$ cat config.mk
export PLATFORM = sky130hd
export DESIGN_NAME = r0_alu_sequencer
export DESIGN_NICKNAME = d
export VERILOG_FILES = /design/src/rtl/r0_alu_sequencer.sv
export SDC_FILE = /design/constraint.sdc
export NUM_CORES = 1
export LEC_CHECK = 0
export ABC_CLOCK_PERIOD_IN_PS = 5140
export BUFFER_PORTS_ARGS = -buffer_cell sky130_fd_sc_hd__buf_2
export CORE_MARGIN = 5
export CORE_UTILIZATION = 64
export DETAILED_ROUTE_END_ITERATION = 10
export PLACE_DENSITY = 0.85
export SYNTH_ARGS = -nofsm -noshare
export SYNTH_HDL_FRONTEND = slang
export SYNTH_SLANG_ARGS = --single-unit
$ cat constraint.sdc
create_clock -name clk -period 5.14 [get_ports clk]
set_input_delay 0.514 -clock clk [delete_from_list [all_inputs] [get_ports clk]]
set_output_delay 0.514 -clock clk [all_outputs]
set_load 0.01 [all_outputs]
$ cat src/rtl/r0_alu_sequencer.sv
// rtl/r0_alu_sequencer.sv - multi-cycle ALU sequencer: ADD/SUB/NEG in one step, radix-2 Booth MUL
module r0_alu_sequencer #(
    parameter int WIDTH = 8,
    parameter int CNT_W = $clog2(WIDTH) + 1
) (
    input  logic               clk,
    input  logic               rst_n,
    input  logic               en,
    input  logic               start,
    input  logic [1:0]         op,
    input  logic [WIDTH-1:0]   value1,
    input  logic [WIDTH-1:0]   value2,
    output logic               busy,
    output logic               done,
    output logic [WIDTH-1:0]   output1,
    output logic [WIDTH-1:0]   output2,
    output logic               carry,
    output logic               zero
);

    typedef enum logic [1:0] {
        IDLE = 2'd0,
        CALC = 2'd1,
        MULT = 2'd2,
        DONE = 2'd3
    } state_t;

    localparam logic [1:0] OP_ADD = 2'd0;
    localparam logic [1:0] OP_SUB = 2'd1;
    localparam logic [1:0] OP_MUL = 2'd2;
    localparam logic [1:0] OP_NEG = 2'd3;

    state_t             state;
    logic [1:0]         op_q;
    logic [WIDTH-1:0]   a_q;
    logic [WIDTH-1:0]   b_q;
    logic [CNT_W-1:0]   cnt;

    // Booth datapath: acc is one bit wider than the operands so that
    // subtracting the most-negative multiplicand cannot overflow.
    logic [WIDTH:0]     acc;
    logic [WIDTH-1:0]   mq;
    logic               q_m1;

    logic [WIDTH:0]     calc_res;
    logic               calc_carry;
    logic [WIDTH:0]     m_ext;
    logic [WIDTH:0]     acc_add;
    logic [2*WIDTH+1:0] booth_cat;
    logic [2*WIDTH+1:0] booth_sh;
    logic [2*WIDTH-1:0] product;
    logic               accept;

    assign accept  = start && ((state == IDLE) || (state == DONE));
    assign m_ext   = {b_q[WIDTH-1], b_q};
    assign product = {acc[WIDTH-1:0], mq};

    // Single-step result for ADD/SUB/NEG; the extra MSB is the carry-out
    always_comb begin
        calc_res   = '0;
        calc_carry = 1'b0;
        case (op_q)
            OP_ADD: begin
                calc_res   = {1'b0, a_q} + {1'b0, b_q};
                calc_carry = calc_res[WIDTH];
            end
            OP_SUB: begin
                calc_res   = {1'b0, a_q} + {1'b0, ~b_q} + {{WIDTH{1'b0}}, 1'b1};
                calc_carry = calc_res[WIDTH];
            end
            OP_NEG: begin
                calc_res   = {1'b0, ~a_q} + {{WIDTH{1'b0}}, 1'b1};
                calc_carry = 1'b0;
            end
            default: begin
                calc_res   = '0;
                calc_carry = 1'b0;
            end
        endcase
    end

    // One Booth iteration: add/subtract multiplicand, then arithmetic shift right
    always_comb begin
        acc_add = acc;
        case ({mq[0], q_m1})
            2'b01:   acc_add = acc + m_ext;
            2'b10:   acc_add = acc - m_ext;
            default: acc_add = acc;
        endcase
        booth_cat = {acc_add, mq, q_m1};
        booth_sh  = {booth_cat[2*WIDTH+1], booth_cat[2*WIDTH+1:1]};
    end

    // Sequencer FSM with registered outputs; done is cleared every edge regardless of en
    always_ff @(posedge clk or negedge rst_n) begin
        if (!rst_n) begin
            state   <= IDLE;
            op_q    <= OP_ADD;
            a_q     <= '0;
            b_q     <= '0;
            cnt     <= '0;
            acc     <= '0;
            mq      <= '0;
            q_m1    <= 1'b0;
            busy    <= 1'b0;
            done    <= 1'b0;
            output1 <= '0;
            output2 <= '0;
            carry   <= 1'b0;
            zero    <= 1'b1;
        end else begin
            done <= 1'b0;
            if (en) begin
                case (state)
                    IDLE, DONE: begin
                        if (accept) begin
                            op_q <= op;
                            a_q  <= value1;
                            b_q  <= value2;
                            busy <= 1'b1;
                            if (op == OP_MUL) begin
                                state <= MULT;
                                cnt   <= CNT_W'(WIDTH);
                                acc   <= '0;
                                mq    <= value1;
                                q_m1  <= 1'b0;
                            end else begin
                                state <= CALC;
                            end
                        end else begin
                            state <= IDLE;
                            busy  <= 1'b0;
                        end
                    end
                    CALC: begin
                        state   <= DONE;
                        busy    <= 1'b0;
                        done    <= 1'b1;
                        output1 <= calc_res[WIDTH-1:0];
                        output2 <= '0;
                        carry   <= calc_carry;
                        zero    <= (calc_res[WIDTH-1:0] == '0);
                    end
                    MULT: begin
                        if (cnt != '0) begin
                            acc  <= booth_sh[2*WIDTH+1:WIDTH+1];
                            mq   <= booth_sh[WIDTH:1];
                            q_m1 <= booth_sh[0];
                            cnt  <= cnt - 1'b1;
                        end else begin
                            state   <= DONE;
                            busy    <= 1'b0;
                            done    <= 1'b1;
                            output1 <= product[2*WIDTH-1:WIDTH];
                            output2 <= product[WIDTH-1:0];
                            carry   <= 1'b0;
                            zero    <= (product == '0);
                        end
                    end
                    default: begin
                        state <= IDLE;
                        busy  <= 1'b0;
                    end
                endcase
            end
        end
    end

endmodule
== Word-level counts from Yosys, hierarchy flattened ==
Cells that the tools add are included.
Cells by class
  multiply operators: 0
  bitwise logic cells: 2
  equality and inequality tests: 12
  shift operators: 0
  div/mod/pow operators: 0
  mux-type cells: 36
  reductions and logical operators: 14
  $lt $le $gt $ge: 0
  add/subtract/negate cells: 7
Operator list (number)
  $pmux 8 s2: 3
  $mux 8: 5
  $pmux 9 s2: 2
  $mux 9: 3
  $pmux 8 s3: 1
  $add 8x8->9: 2
  $logic_not 16->1: 1
  $not 8->8: 2
  $mux 4: 3
  $eq 2x2->1 const B: 5
  $pmux 1 s2: 5
  $add 9x1->9 const B: 1
  $add 9x9->9: 1
  $sub 9x9->9: 1
  $add 8x1->8 const B: 1
  $logic_not 8->1: 1
  $mux 1: 8
  $ne 2x2->1 const B: 4
  $pmux 4 s2: 1
  $eq 2x1->1 const B: 3
  $mux 2: 3
  $pmux 2 s3: 1
  $reduce_and 3->1: 2
  $reduce_and 5->1: 1
  9 further kinds: 11
Word-level totals
  latch bits: 0
  ROM bits: 0
  bits in registers: 62
  memories: 0
  output and inout bits: 20
  logic and storage cells: 85
  RAM bits: 0
  bits of input ports: 22

== Logic depth before layout (Yosys ltp) ==
Gate-level depths: netlist of run 1.
  depth in word-level cells: 6
  gate-level depth with buffers: 13

== Least setup slack after synthesis of run 1 ==
No wires, ideal clock.
  path kind: register -> register
  from: reg mq[0]
  to: reg acc[7]
  stages on the path, launching flop included: 12
  buffers on the path: 1
  library setup time: 0.127 ns
  path slack: 2.602 ns
  clock period less this slack: 2.538 ns
  data required time: 5.013 ns
  arrival: 2.412 ns
  cell sequence: dfrtp_1 ha_1 clkbuf_1 mux2_2 fa_1 nor2b_1 o21ai_0 a21boi_1 o21ai_0 a21oi_1 xnor2_1 o21ai_1
On the way
  longest elaborated chain between the ends: 4
  elaborated cells on any way between the ends: 5
  classes of those cells: 2 x eq/ne; 3 x mux
RTL lines
  start: declaration: line 42  | logic [WIDTH-1:0] mq;
  start signal: assignment: line 125  | mq <= value1;
  start signal: assignment: line 147  | mq <= booth_sh[WIDTH:1];
  $eq 2x2->1 / $eq 2x1->1 (equally long branches): line 85  | case ({mq[0], q_m1})
  $pmux 9 s2 (*): line 85
  $mux 9 (*): line 145  | if (cnt != '0) begin
  $pmux 9 s2 (*): line 114  | case (state)
  end signal: assignment: line 146  | acc <= booth_sh[2*WIDTH+1:WIDTH+1];
  end: declaration: line 41  | logic [WIDTH:0] acc;
Mark *: on every way between the ends. The rest lies on a longest branch, timed or not. The select of a mux whose other input is x is not followed.
A chain may end at the register's enable or synchronous reset.

== Worst setup path in the final report of run 1 ==
  from: reg state[0]
  to: reg mq[7]
On the way
  longest elaborated chain between the ends: 5
  elaborated cells on any way between the ends: 12
  classes of those cells: 5 x eq/ne; 1 x mux; 6 x reduce/logical
RTL lines
  start: declaration: line 33  | state_t state;
  start signal: assignment: line 97  | state <= IDLE;
  start signal: assignment: line 122  | state <= MULT;
  start signal: assignment: line 128  | state <= CALC;
  $eq 2x2->1 / $logic_not 2->1 (equally long branches): line 54, 114
  $logic_or 1x1->1: line 54  | assign accept = start && ((state == IDLE) || (state == DONE));
  $logic_and 1x1->1: line 54
  $ne 2x2->1 (no line)
  $reduce_and 5->1 (no line)
Several ways; a longest one is shown, not always the timed one.

==> results of run 1 <==
-- per-stage QoR --
stage,instances,utilization (%)
floorplan,434,-
global placement,536,69.00
detailed placement,536,69.00
CTS,552,72.02
finish,552,72.02
global route,552,72.02
-- cells by family (layout without fill, tap and decap cells) --
| kind of cell | count (synthesis) | count (layout) | synth area share, % |
|---|---|---|---|
| simple gates | 125 | 125 | 15.36 |
| compound gates | 112 | 112 | 19.53 |
| flops | 61 | 61 | 36.57 |
| buf+inv | 51 | 92 | 5.570 |
| fa+ha+maj | 35 | 35 | 11.02 |
| mux | 27 | 27 | 7.128 |
| xor+xnor | 23 | 23 | 4.822 |
-- Yosys cell counts, types with 3 or more instances --
| cell type | instances | area [um2] |
|---|---|---|
| dfrtp_1 | 60 | 1501 |
| nand2_1 | 40 | 150.1 |
| ha_1 | 32 | 400.4 |
| inv_1 | 31 | 116.4 |
| nor2_1 | 31 | 116.4 |
| mux2_2 | 22 | 247.7 |
| o21ai_0 | 19 | 95.09 |
| a21oi_1 | 17 | 85.08 |
| xnor2_1 | 17 | 148.9 |
| o21ai_1 | 15 | 75.07 |
| nor3_1 | 10 | 50.05 |
| a22o_1 | 9 | 78.83 |
| nor2b_1 | 8 | 50.05 |
| nor4_1 | 7 | 43.79 |
| clkbuf_1 | 6 | 22.52 |
| xor2_1 | 6 | 52.55 |
| a221o_1 | 5 | 50.05 |
| mux2i_1 | 5 | 50.05 |
| o31ai_1 | 5 | 37.54 |
| or3_1 | 5 | 31.28 |
| nand2b_1 | 4 | 25.02 |
| a211oi_1 | 3 | 22.52 |
| a222oi_1 | 3 | 30.03 |
| a32oi_1 | 3 | 26.28 |
| and3_1 | 3 | 18.77 |
| buf_2 | 3 | 15.01 |
| buf_4 | 3 | 22.52 |
| buf_6 | 3 | 33.78 |
| fa_1 | 3 | 60.06 |
| inv_2 | 3 | 11.26 |
| o22ai_1 | 3 | 18.77 |
| o31ai_2 | 3 | 37.54 |
| or2_2 | 3 | 18.77 |
-- metal layers --
layer	GRT usage, %	part of all wire, %	vias up
met4	9.046	2.5	0
li1	-	-	1630
met1	32.71	42	1676
met3	7.500	7.6	29
met2	40.01	48	148
met5	0	0	-
-- worst max-delay path, cell delays in order, from the launching register on --
cell and delay (ns):
dfrtp_1 0.36, inv_1 0.07, ha_1 0.40, nand3_1 0.72, nor3_1 1.07, a22oi_1 0.21, o21ai_1 0.14
-- area by class of cell --
class                      count  area, um2
sequential                    61       1528
inverter                      34      127.6
timing repair buffer          42      212.7
clock inverter                 6      63.81
clock buffer                  10      127.6
tap                           77      96.34
fill                         474       1777
multi-input combinational    322       2417
-- report_power, final --
group          internal, mW  switching [mW]  total, mW
Sequential            0.675           0.295      0.970
Clock                 0.223           0.200      0.423
Combinational         0.968            1.14       2.11
-- final timing paths --
path / end / cells after the start / start / slack (ns)
setup / recovery: mq[7] / 6 / state[0] / 2.08
hold / removal: output1[1] / 2 / rst_n / 0.29
setup reg to reg: mq[7] / 6 / state[0] / 2.08
hold reg to reg: busy / 2 / busy / 0.48
max in group asynchronous: a_q[2] / 2 / rst_n / 4.31
min in group clk: b_q[1] / 2 / value2[1] / 0.39
-- state kept, by name (all words and copies together), names as in the netlist, 2 cells and up --
name and cells:
a_q 8, acc 8, b_q 8, mq 8
output1 8, output2 8, cnt 4, op_q 2
state 2
==> results.json, run 1 <==
{
  "status": "finished clean",
  "worstSetupStartpointType": "register",
  "drc": 0,
  "layout_commonest_cell": "dfrtp_1",
  "drtPass1Iterations": 5,
  "leakage_nw": 2.139,
  "final_cell_mix": "dfrtp_1, buf_2, nand2_1, ha_1",
  "timing.final.crit_share_pct": 59.47,
  "via_count": 3483,
  "grt_max_degree": 62,
  "die_area_mm2": 0.008244,
  "cts_resized": 0,
  "h-tree-depth": 3,
  "totalNegativeSetupSlack_ns": 0,
  "grt_pass1_wl_um": 16730,
  "core_mm2": 0.006350,
  "synth_cells": 434,
  "grt-ovfl-total": 0,
  "ir_drop_v": 0.0004262,
  "slew_headroom_pct": 34.69,
  "dpl_cell_area_mm2": 0.004382,
  "final_antenna_net_count": 0,
  "drtIter0Drc": 336,
  "rsz0062_at_grt": "no",
  "cts-root-buf": "clkbuf_8",
  "synth_cell_types": 69,
  "required_ns": 5.42,
  "via_per_inst": 6.310,
  "chipWidth_um": 90.80,
  "worstPathArrival_ns": 3.34,
  "hold_path_class": "input pin to asynchronous set/reset pin",
  "finalClockSkew_ns": 0.008886,
  "ios": 42,
  "slew_violations": 0,
  "yosys_register_bits": 61,
  "finalHoldViolCount": 0,
  "netlist_area_mm2": 0.004178,
  "critPathKind": "register to register",
  "worstMarginPinSlew_ns": 0.9769,
  "cts.sinks": 61,
  "antenna_cells": 0,
  "min_period_ns": 3.057,
  "wl_per_cell_um": 18.00,
  "power_mw": 3.498,
  "drive_above_1_share_pct": 21.47,
  "cts_buffers": 9,
  "postSynthAreaPerCell_um2": 9.626,
  "cts_buffer_depth": 2,
  "max_freq_mhz": 327.1,
  "postRouteWirelength_um": 9935,
  "cts_setup_buffers": 0,
  "portBuffers": 41,
  "whs_ns": 0.2851,
  "cts_tree": "done",
  "synthFlopType": "dfrtp_1",
  "fp-row-count": 29,
  "die_h_um": 90.80,
  "dp_slack_ns": 2.214,
  "ys_seq_area_share_pct": 36.57,
  "start_util_pct": 65.79,
  "antenna_found_initial": 0,
  "design_area_mm2": 0.004573,
  "track_usage_pct": 25.22,
  "nets": 527,
  "syn2layout_area_growth_pct": 9.464,
  "worstSetupEndpointType": "register",
  "clkTransAtPathRegs_ns": 0.07,
  "grt_pass1_vias": 3440,
  "worstSkewPairLatency_ns": 0.36,
  "synth-async-reset-ratio_pct": 100.0,
  "cap_viol_max_count": 0,
  "power.density_mw_per_mm2": 764.9,
  "place_congestion": 0.9102,
  "synth_enable_flop_cells": 0,
  "yosysWarnings": 0,
  "hpwlAfterDp_um": 7440,
  "path_max_fanout": 20,
  "hold_buffers": 0,
  "finalSetupViolCount": 0,
  "fin_ws_ns": 2.083,
  "synth_nets": 491
}
Power figures use the tool's default switching activity.
==> run 2, diff against run 1 <==
ABC_CLOCK_PERIOD_IN_PS = 2600   (was 5140)
CORE_UTILIZATION = 54   (was 64)
PLACE_DENSITY = 0.77   (was 0.85)
clock period = 2.6 ns   (was 5.14 ns; I/O delays follow)
==> run 2 against run 1 <==
Die area increased by 16%. Core utilization fell by 9.5 points. Non-clock buffer count rose by 22. Register-to-register slack worse by 2.0 ns. Sequential power rose by 90%. Cell count is 8.5% higher. Maximum frequency is 23% higher. Global-route usage decreased by 2.9 points. Combinational power is 120% higher. Hold slack worse by 0.22 ns. Largest cell class unchanged.
==> results.json, run 2 (same netlist as run 1, synthesis figures left out) <==
{
  "crit_chain": "buf_4 -> ha_1 -> inv_1 -> fa_2 -> or3_1 -> o21ai_1 -> a22oi_1 -> nor4_1 -> nor4b_2 -> a41o_1",
  "power.density_mw_per_mm2": 1534,
  "drtIter0Drc": 304,
  "drtPass1Iterations": 5,
  "grt_pass1_vias": 3472,
  "track_usage_pct": 22.30,
  "portBuffers": 41,
  "dp_slack_ns": 0.05246,
  "worstSetupStartpointType": "register",
  "layout_commonest_cell": "dfrtp_1",
  "fin_ws_ns": 0.1047,
  "drive_above_1_share_pct": 27.16,
  "start_util_pct": 54.63,
  "finalSetupViolCount": 0,
  "leakage_nw": 2.241,
  "cts-root-buf": "clkbuf_8",
  "grt_pass1_wl_um": 17250,
  "worstMarginPinSlew_ns": 0.7809,
  "grt-ovfl-total": 0,
  "critical_path_buf_inv_count": 2,
  "cts.sinks": 61,
  "totalNegativeSetupSlack_ns": 0,
  "finalHoldViolCount": 0,
  "postRouteWirelength_um": 10470,
  "critPathKind": "register to register",
  "fp-row-count": 32,
  "timing.final.crit_share_pct": 95.97,
  "core_mm2": 0.007647,
  "critPathTopFamily": "simple AND/OR/NAND/NOR gates",
  "nets": 549,
  "slew_violations": 0,
  "worstSkewPairLatency_ns": 0.35,
  "antenna_cells": 0,
  "post-route-util_pct": 62.57,
  "slowest_stage": "fa_2",
  "chipWidth_um": 97.96,
  "hpwlAfterDp_um": 7976,
  "h-tree-depth": 3,
  "ir_drop_v": 0.0006448,
  "drc": 0,
  "multi_input_area_mm2": 0.002450,
  "n_fill_cell": 660,
  "wl_per_cell_um": 17.48,
  "dpl_cell_area_mm2": 0.004563,
  "path_max_fanout": 4,
  "cap_viol_max_count": 0,
  "syn2layout_area_growth_pct": 14.53,
  "die_area_mm2": 0.009595,
  "cts_buffers": 9,
  "max_freq_mhz": 400.8,
  "final_antenna_net_count": 0,
  "rsz0062_at_grt": "yes",
  "place_congestion": 0.9503,
  "slew_headroom_pct": 47.94,
  "via_count": 3474,
  "final_cell_mix": "dfrtp_1, buf_2, nand2_1, inv_1, nor2_1",
  "hold_path_class": "input pin to asynchronous set/reset pin",
  "ios": 42,
  "worstSetupEndpointType": "register",
  "via_per_inst": 5.800,
  "antenna_found_initial": 0,
  "min_period_ns": 2.495,
  "required_ns": 2.89,
  "grt_max_degree": 62,
  "cts_tree": "done",
  "design_area_mm2": 0.004785,
  "status": "finished clean",
  "clkTransAtPathRegs_ns": 0.08,
  "finalClockSkew_ns": 0.01594,
  "cts_buffer_depth": 2,
  "die_h_um": 97.96,
  "worstPathArrival_ns": 2.79,
  "max_stage_delay_ns": 0.43,
  "seqCellArea_mm2": 0.001529
}
run 2: cell count changes in the layout (fill, tap and decap cells not counted), moves of 2 or more:
cell,before,now
inv_6,0,2
ha_2,0,2
fa_2,0,3
o21ai_0,19,15
fa_1,3,0
ha_1,32,30
o21ai_1,15,19
buf_4,1,23
run 2: layout make-up:
cell class	instances	area share, %
clock buffer	9	2.589
clock inverter	7	1.020
multi-input combinational	322	51.20
inverter	34	2.667
sequential	61	31.96
tap	102	2.667
timing repair buffer	64	7.897
run 2: stage by stage:
step,hold WS [ns],power [mW],cells
finish,0.06429,7.342,599
global route,0.1383,7.941,599
CTS,0.09983,7.180,597
detailed placement,0.4638,6.398,581
global placement,0.4553,6.263,581
floorplan,-0.03559,5.183,434
run 2: worst paths after layout:
| path | slack, ns | cells after the start | end | from |
|---|---|---|---|---|
| setup / recovery | 0.10 | 10 | zero | b_q[0] |
| min in group clk | 0.14 | 2 | b_q[3] | value2[3] |
| setup reg to reg | 0.10 | 10 | zero | b_q[0] |
| hold reg to reg | 0.48 | 2 | busy | busy |
| max in group asynchronous | 1.95 | 2 | a_q[0] | rst_n |
| hold / removal | 0.06 | 2 | output1[1] | rst_n |
run 2: per-layer routing:
layer | track usage [%] | up-vias | part of all wire (%)
met1 | 29.78 | 1665 | 45
met4 | 7.455 | 0 | 2.6
met2 | 36.34 | 109 | 48
met3 | 4.500 | 22 | 4.9
li1 | - | 1678 | -
met5 | 0 | - | 0
run 2: repair_timing:
action,in CTS,in global routing
resized for setup,0,14
hold buffers,0,0
buffers inserted,0,2
endpoints found under the setup margin,0,8
run 2: power by group:
part           total (mW)  leakage (nW)  switching, mW  internal, mW
Clock               0.763        0.0898          0.415         0.348
Sequential           1.84         0.775          0.493          1.35
Combinational        4.73          1.38           2.55          2.18
==> run 3, diff against run 2 <==
CORE_ASPECT_RATIO = 1.2   (was not set)
==> run 3 against run 2 <==
Cell area rose by 1.2%. Clock skew down 0.0035 ns. Hold slack better by 0.079 ns. Clock-buffer cell count stayed put. Flip-flop and latch count stayed put. Via count up 3.8%. Largest power group unchanged. First-iteration DRC count decreased by 36%. Critical endpoint is now output1[4]. Highest routed layer unchanged. Sequential share of layout area decreased by 0.36 points. Maximum frequency shrank 0.83%. Sequential power is essentially flat. Cell count shrank 1.5%. Non-clock buffer count increased by 1.
==> results.json, run 3 (same netlist as run 1, synthesis figures left out) <==
{
  "status": "finished clean",
  "slew_headroom_pct": 50.84,
  "hpwlAfterDp_um": 8490,
  "rsz0062_at_grt": "yes",
  "postRouteWirelength_um": 11120,
  "antenna_found_initial": 0,
  "slew_violations": 0,
  "finalHoldViolCount": 0,
  "cts_tree": "done",
  "portBuffers": 41,
  "worstSkewPairLatency_ns": 0.35,
  "antenna_cells": 0,
  "reg2reg_depth": 9,
  "worstSetupStartpointType": "register",
  "crit_chain": "buf_6 -> ha_1 -> fa_1 -> nor3b_2 -> nor3_4 -> xnor2_1 -> o211a_1 -> o31a_1 -> mux2_2",
  "path_max_fanout": 6,
  "chipWidth_um": 90.30,
  "seqCellArea_mm2": 0.001529,
  "drc": 0,
  "die_h_um": 106.4,
  "syn2layout_area_growth_pct": 15.84,
  "h-tree-depth": 3,
  "grt_max_degree": 33,
  "fp-row-count": 35,
  "start_util_pct": 54.83,
  "via_count": 3607,
  "multi_input_area_mm2": 0.002466,
  "ir_drop_v": 0.0009191,
  "cap_viol_max_count": 0,
  "holdPathStages": 2,
  "layout_commonest_cell": "dfrtp_1",
  "clkTransAtPathRegs_ns": 0.08,
  "track_usage_pct": 23.68,
  "via_per_inst": 6.114,
  "required_ns": 2.84,
  "place_congestion": 0.9775,
  "cts_buffer_depth": 2,
  "grt-ovfl-total": 0,
  "placed_cells": 573,
  "dr_wl_met3_um": 562,
  "cts_buffers": 9,
  "max_freq_mhz": 397.4,
  "core_mm2": 0.007620,
  "final_cell_mix": "dfrtp_1, buf_2, nand2_1, nor2_1, ha_1",
  "cts-root-buf": "clkbuf_8",
  "worstPathArrival_ns": 2.76,
  "critPathKind": "register to register",
  "drive_above_1_share_pct": 27.11,
  "hold_path_class": "input pin to register",
  "wl_per_cell_um": 18.84,
  "finalSetupViolCount": 0,
  "max_stage_delay_ns": 0.40,
  "design_area_mm2": 0.004840,
  "dpl_cell_area_mm2": 0.004578,
  "top_layer_used": "met4",
  "die_area_mm2": 0.009603,
  "totalNegativeSetupSlack_ns": 0,
  "n_fill_cell": 629,
  "finalClockSkew_ns": 0.01248,
  "nets": 550,
  "wl_met1_um": 4488,
  "leakage_nw": 2.264,
  "cts.sinks": 61,
  "timing.final.crit_share_pct": 96.78,
  "drtPass1Iterations": 7,
  "grt_pass1_wl_um": 17980,
  "min_period_ns": 2.516,
  "grt_pass1_vias": 3617,
  "worstMarginPinSlew_ns": 0.7374,
  "slowest_stage": "fa_1",
  "power.density_mw_per_mm2": 1559,
  "worstSetupEndpointType": "register",
  "stdcell_count": 590,
  "final_antenna_net_count": 0,
  "ios": 42,
  "power_mw": 7.545,
  "wl_met2_um": 5609,
  "whs_ns": 0.1437,
  "drtIter0Drc": 196
}
[run 3: changes by cell type in the layout (fill, tap and decap cells not counted), moves of 2 or more]
cell   before  now
buf_4      23   21
inv_1      31   29
ha_2        2    0
inv_2       3    5
fa_1        0    2
fa_2        3    1
[run 3: layout make-up]
type / instances / area share, %
timing repair buffer: 65 / 8.351
inverter: 34 / 2.637
tap: 92 / 2.378
clock inverter: 7 / 1.525
multi-input combinational: 322 / 50.96
sequential: 61 / 31.59
clock buffer: 9 / 2.559
[run 3: worst paths after layout]
kind,startpoint,to,slack [ns]
setup reg to reg,b_q[0],output1[4],0.08
hold / removal,value2[7],b_q[7],0.14
hold reg to reg,output1[1],output1[1],0.48
min in group asynchronous,rst_n,carry,0.50
max in group asynchronous,rst_n,a_q[0],1.46
setup / recovery,b_q[0],output1[4],0.08
[run 3: repair_timing]
item | CTS | global route
hold buffers | 1 | 0
buffers inserted | 0 | 0
endpoints found under the hold margin | 28 | 0
endpoints found under the setup margin | 0 | 5
resized for setup | 0 | 17
[run 3: per-layer routing]
metal	vias to the layer above	global-route usage [%]
li1	1677	-
met1	1754	28.85
met2	135	40.43
met3	41	4.034
met4	0	11.49
met5	-	0
[run 3: metrics by stage]
stage,setup WS [ns],utilization (%)
final,0.08379,63.51
after detailed placement,0.07915,60.08
after CTS,0.03709,62.81
after global placement,0.1795,60.08
after global routing,-0.007607,63.51
after floorplan,0.06186,-
[run 3: critical path, delay by kind of cell, from the launching register on]
family	cells	cell delay (ns)
mux	1	0.25
fa+ha+maj	2	0.61
flops	1	0.39
buf+inv	1	0.14
xor+xnor	1	0.10
compound gates	2	0.52
simple gates	2	0.40
[run 3: report_power, final]
part           total, mW  switching, mW  internal [mW]
sequential          1.83          0.480           1.35
combinational       4.85           2.64           2.21
clock              0.866          0.421          0.445
total               7.55           3.54           4.00
